**src/rtl/seg_pkg.sv**
```systemverilog
// Shared seven-segment constants and decoder FSM state encoding.
// Latency: n/a (constants and types only).
// Backpressure: n/a.
package seg_pkg;

    // Active-low patterns, bit0=a ... bit6=g, as driven by the value-to-HEX encoder
    localparam logic [6:0] SEG_0 = 7'h40;
    localparam logic [6:0] SEG_1 = 7'h79;
    localparam logic [6:0] SEG_2 = 7'h24;
    localparam logic [6:0] SEG_3 = 7'h30;
    localparam logic [6:0] SEG_4 = 7'h19;
    localparam logic [6:0] SEG_5 = 7'h12;
    localparam logic [6:0] SEG_6 = 7'h02;
    localparam logic [6:0] SEG_7 = 7'h78;
    localparam logic [6:0] SEG_8 = 7'h00;
    localparam logic [6:0] SEG_9 = 7'h18;
    localparam logic [6:0] SEG_A = 7'h08;
    localparam logic [6:0] SEG_B = 7'h03;
    localparam logic [6:0] SEG_C = 7'h46;
    localparam logic [6:0] SEG_D = 7'h21;
    localparam logic [6:0] SEG_E = 7'h06;
    localparam logic [6:0] SEG_F = 7'h0E;

    typedef enum logic [1:0] {
        WAIT_HI = 2'd0,
        WAIT_LO = 2'd1,
        FULL    = 2'd2
    } state_t;

endpackage

```
**src/rtl/hex_segment_lookup.sv**
```systemverilog
// Maps a 7-bit active-low segment pattern to its hex digit plus a legal flag.
// Latency: purely combinational.
// Backpressure: none; no handshake at this level.
module hex_segment_lookup
    import seg_pkg::*;
(
    input  logic [6:0] i_seg,
    output logic [3:0] o_digit,
    output logic       o_legal
);

    // Inverse of the encoder table; anything not in the table is illegal and reads as 0
    always_comb begin
        o_digit = 4'h0;
        o_legal = 1'b1;
        case (i_seg)
            SEG_0:   o_digit = 4'h0;
            SEG_1:   o_digit = 4'h1;
            SEG_2:   o_digit = 4'h2;
            SEG_3:   o_digit = 4'h3;
            SEG_4:   o_digit = 4'h4;
            SEG_5:   o_digit = 4'h5;
            SEG_6:   o_digit = 4'h6;
            SEG_7:   o_digit = 4'h7;
            SEG_8:   o_digit = 4'h8;
            SEG_9:   o_digit = 4'h9;
            SEG_A:   o_digit = 4'hA;
            SEG_B:   o_digit = 4'hB;
            SEG_C:   o_digit = 4'hC;
            SEG_D:   o_digit = 4'hD;
            SEG_E:   o_digit = 4'hE;
            SEG_F:   o_digit = 4'hF;
            default: o_legal = 1'b0;
        endcase
    end

endmodule

```
**src/rtl/hex_segment_decoder.sv**
```systemverilog
// Decodes a stream of segment patterns into digits and pairs them (high first) into bytes.
// Latency: byte_valid rises the cycle after the low-digit accept; 3 cycles per byte minimum.
// Backpressure: while a byte is held seg_ready is low; byte_out stays stable until taken.
module hex_segment_decoder
    import seg_pkg::*;
#(
    parameter int ERR_W = 8
) (
    input  logic             clock,
    input  logic             reset,
    input  logic [6:0]       seg_in,
    input  logic             seg_valid,
    output logic             seg_ready,
    output logic [7:0]       byte_out,
    output logic             byte_valid,
    input  logic             byte_ready,
    output logic             err,
    output logic [ERR_W-1:0] err_count
);

    state_t           r_state;
    state_t           w_next_state;
    logic [3:0]       r_hi;
    logic [7:0]       r_byte;
    logic             r_err;
    logic [ERR_W-1:0] r_err_count;
    logic [3:0]       w_digit;
    logic             w_legal;
    logic             w_accept;
    logic             w_xfer;

    hex_segment_lookup u_lookup (
        .i_seg   (seg_in),
        .o_digit (w_digit),
        .o_legal (w_legal)
    );

    assign seg_ready  = (r_state != FULL);
    assign byte_valid = (r_state == FULL);
    assign byte_out   = r_byte;
    assign err        = r_err;
    assign err_count  = r_err_count;
    assign w_accept   = seg_valid & seg_ready;
    assign w_xfer     = byte_valid & byte_ready;

    // Next-state: advance only on a handshake; an illegal low digit resyncs to the high slot
    always_comb begin
        w_next_state = r_state;
        case (r_state)
            WAIT_HI: if (w_accept && w_legal) w_next_state = WAIT_LO;
            WAIT_LO: if (w_accept)            w_next_state = w_legal ? FULL : WAIT_HI;
            FULL:    if (w_xfer)              w_next_state = WAIT_HI;
            default:                          w_next_state = WAIT_HI;
        endcase
    end

    // State register
    always_ff @(posedge clock) begin
        if (reset) r_state <= WAIT_HI;
        else       r_state <= w_next_state;
    end

    // Nibble/byte capture; a resync clears the stale high nibble
    always_ff @(posedge clock) begin
        if (reset) begin
            r_hi   <= 4'h0;
            r_byte <= 8'h00;
        end else if (w_accept) begin
            if (r_state == WAIT_HI && w_legal) begin
                r_hi <= w_digit;
            end else if (r_state == WAIT_LO) begin
                if (w_legal) r_byte <= {r_hi, w_digit};
                else         r_hi   <= 4'h0;
            end
        end
    end

    // Error pulse and saturating illegal-pattern counter
    always_ff @(posedge clock) begin
        if (reset) begin
            r_err       <= 1'b0;
            r_err_count <= '0;
        end else begin
            r_err <= w_accept & ~w_legal;
            if (w_accept && !w_legal && (r_err_count != {ERR_W{1'b1}}))
                r_err_count <= r_err_count + ERR_W'(1);
        end
    end

endmodule

```
**config.mk**
```make
export PLATFORM = sky130hd
export DESIGN_NAME = hex_segment_decoder
export DESIGN_NICKNAME = d
export VERILOG_FILES = /design/src/rtl/seg_pkg.sv /design/src/rtl/hex_segment_lookup.sv /design/src/rtl/hex_segment_decoder.sv
export SDC_FILE = /design/constraint.sdc
export NUM_CORES = 1
export LEC_CHECK = 0
export CELL_PAD_IN_SITES_DETAIL_PLACEMENT = 0
export CELL_PAD_IN_SITES_GLOBAL_PLACEMENT = 1
export CORE_UTILIZATION = 35
export DETAILED_ROUTE_END_ITERATION = 7
export GPL_TIMING_DRIVEN = 0
export PLACE_DENSITY_LB_ADDON = 0.1
export SLEW_MARGIN = 10
export SYNTH_ARGS = -nofsm -noshare
export SYNTH_HDL_FRONTEND = slang
export SYNTH_SLANG_ARGS = --single-unit
```
**constraint.sdc**
```tcl
create_clock -name clock -period 4.8 [get_ports clock]
set_input_delay 0.72 -clock clock [delete_from_list [all_inputs] [get_ports clock]]
set_output_delay 0.72 -clock clock [all_outputs]
set_load 0.05 [all_outputs]
```
==> reports/metrics.yaml <==
status: "completed"
synth_nets: 180
worstRegToRegCells: 6
final_util_pct: 46.59
nets: 210
yosysMostFrequentCell: "dfxtp_1"
tritoncts: "done"
grt_usage_pct: 17.93
antennaDiodeCount: 0
dp_hpwl_mm: 2.553
regToRegStartpoint: "err_count[4]$_SDFFE_PP0P_"
peakVddDrop_uv: 154.3
dr_total_vias: 1368
clkSinkCount: 23
grt_pass1_vias: 1301
ios: 30
drt-wirelength-per-cell_um: 14.00
setup_viol: 0
wl_mm: 3.430
tightest_slew_ns: 0.6865
synthCells: 168
fmax_mhz: 347.3
p_comb_share_pct: 17.8
finalHoldViolations: 0
critical_path_required_ns: 4.98
worst_setup_path_end_kind: "flop"
synth_common_cells: "dfxtp_1, nor2_1, nand2_1, a21oi_1, nand2b_1"
setup_slack_ns: 1.921
synth_area_leader_cell: "dfxtp_1"
hold_depth: 1
clk_pin_slew_ns: 0.08
drive_gt1_share_pct: 9.137
yosys_warnings: 0
post-place-ws_ns: 1.632
htree_levels: 1
cap_violations: 0
drtAntennaViolNets: 0
power_leakage_uw: 0.0005778
min_period_ns: 2.879
grt_pass1_wl_mm: 5.940
synth-async-reset-ratio_pct: 0
synthTopCellsByArea: "dfxtp_1, mux2i_1, nor2_1, nand2b_1, a21oi_1"
r2r_end: "err_count[3]$_SDFFE_PP0P_"
portBuffers: 25
cp_max_fo: 10
rows: 22
start_kind: "input port"
rsz0062_at_grt: "no"
power_switching_uw: 105.9
fin_worst_skew_ns: 0.002116
ys_seq_area_share_pct: 33.15
hold_path_class: "flop to flop"
root_buffer: "clkbuf_8"
pwr-share-clk_pct: 30.6
start_util_pct: 37.10
grt_max_degree: 13
antenna_found_initial: 0
post_cts_buffers: 0
viasPerCell: 5.584
syn_area_per_cell_um2: 8.267
gp_congestion: 0.8498
slew_violations: 0
p_sw_share_pct: 27.32
min_to: "r_state[0]$_SDFFE_PP0P_"
synth_largest_type_area_fraction_pct: 33.15
drc: 0
ctsLongestPathBuffers: 2
yosys_register_bits: 23
drtIter0Drc: 52
grt.overflow.total: 0
ctsResizeCount: 0
relSlewSlack_pct: 53.88
synth_cell_type_count: 43
die_w_um: 64.99
critPathArrivalTime_ns: 3.06
dieArea_um2: 4224
syn_to_final_growth_pct: 25.59
pwr-share-seq_pct: 51.6
die_h_um: 64.99
synth_edf_count: 0
hold_buffers: 0
cts_made_buffers: 3
period_share_pct: 59.99
dr.pass1.iters: 4
worstSetupPathType: "input port to flop"
synth_ff_type: "dfxtp_1"
internal-power_uw: 281.7
syn_area_um2: 1389
power.density_nw_per_um2: 222.2
rrSetupSlack_ns: 2.94
min_from: "r_state[1]$_SDFFE_PP0P_"
fin_setup_tns_ns: 0
coreArea_um2: 3744
insertion_delay_ns: 0.26
-- cells in the final DEF, fill, tap and decap left out, types with 3 or more instances in the layout --
cell type	Yosys	routed
nand3_1	8	8
clkbuf_8	0	3
nand2_1	13	13
inv_1	4	4
buf_2	5	5
dfxtp_1	23	23
a21oi_1	11	11
nor3_1	4	4
or4_1	6	6
nand2b_1	9	9
clkdlybuf4s50_1	0	25
mux2_2	3	3
nand4b_1	3	3
nor2_1	16	16
o31ai_1	7	7
mux2i_1	7	7
a22oi_1	3	3
nand4_1	3	3
clkbuf_1	4	5
o21ai_0	4	4
nor2b_1	3	3
-- worst max path at each step --
stage | startpoint | end | depth (start not counted)
2_1_floorplan | seg_in[2] | err_count[6]$_SDFFE_PP0P_ | 8
3_3_place_gp | seg_in[6] | r_state[0]$_SDFFE_PP0P_ | 9
3_5_place_dp | seg_in[6] | r_state[0]$_SDFFE_PP0P_ | 9
4_1_cts | seg_in[3] | err_count[7]$_SDFFE_PP0P_ | 9
5_1_grt | seg_in[6] | r_state[0]$_SDFFE_PP0P_ | 9
6_report | seg_in[6] | r_state[0]$_SDFFE_PP0P_ | 9
-- area by class of cell --
class                      instances  area [um2]
buffer                            13       77.57
multi-input combinational        128       835.8
sequential                        23       460.4
fill                             400        1999
tap                               48       60.06
inverter                           4       15.01
clock buffer                       4       45.04
timing repair buffer              25       250.2
-- power groups by stage --
| stage | registers (uW) | clock network (uW) | logic (uW) |
|---|---|---|---|
| after floorplan | 211 | 0 | 40.7 |
| final | 200 | 118 | 69.2 |
| after detailed placement | 205 | 0 | 69.3 |
| after global placement | 204 | 0 | 68.0 |
| after global routing | 201 | 131 | 76.4 |
| after CTS | 200 | 123 | 69.4 |
-- per-layer routing --
layer	vias to the layer above	wire length (um)	global-route usage, %	share of wire (%)
met2	31	1547	30.21	45
met4	0	43	5.833	1.3
li1	691	-	-	-
met1	640	1706	22.52	50
met3	6	133	3.697	3.9
met5	-	0	0	0
-- worst max-delay path, cell delays in order --
cell	delay, ns
clkdlybuf4s50_1	0.52
nor3_1	0.63
nand4_1	0.21
and3_1	0.27
nand4_2	0.11
buf_6	0.15
buf_4	0.18
nand3b_1	0.09
a211oi_1	0.18
-- cells by family (layout without fill, tap and decap cells) --
family,count (synthesis),after routing,share of synthesized area [%]
AOI/OAI and AO/OA,38,38,20.09
xor gates and xnor gates,3,3,1.892
buffers and inverters,17,46,6.665
muxes,10,10,7.478
adders and majority gates,1,1,0.9008
DFF,23,23,33.15
and+or+nand+nor,76,76,29.82
-- per-stage QoR --
| step | instance area, um2 | std cells | total power (uW) | hold slack, ns |
|---|---|---|---|---|
| final | 1744 | 245 | 387.6 | 0.4909 |
| after floorplan | 1389 | 168 | 251.4 | 0.4381 |
| after global routing | 1744 | 245 | 407.8 | 0.5138 |
| after global placement | 1699 | 241 | 272.4 | 0.4725 |
| after CTS | 1744 | 245 | 392.0 | 0.4886 |
| after detailed placement | 1699 | 241 | 273.9 | 0.4814 |
-- state kept, by name, indices dropped and copies added, names as in the netlist --
signal	flops
r_hi	4
err	1
err_count	8
byte_out	8
r_state	2
No activity file was read; power rests on OpenSTA's default activity.
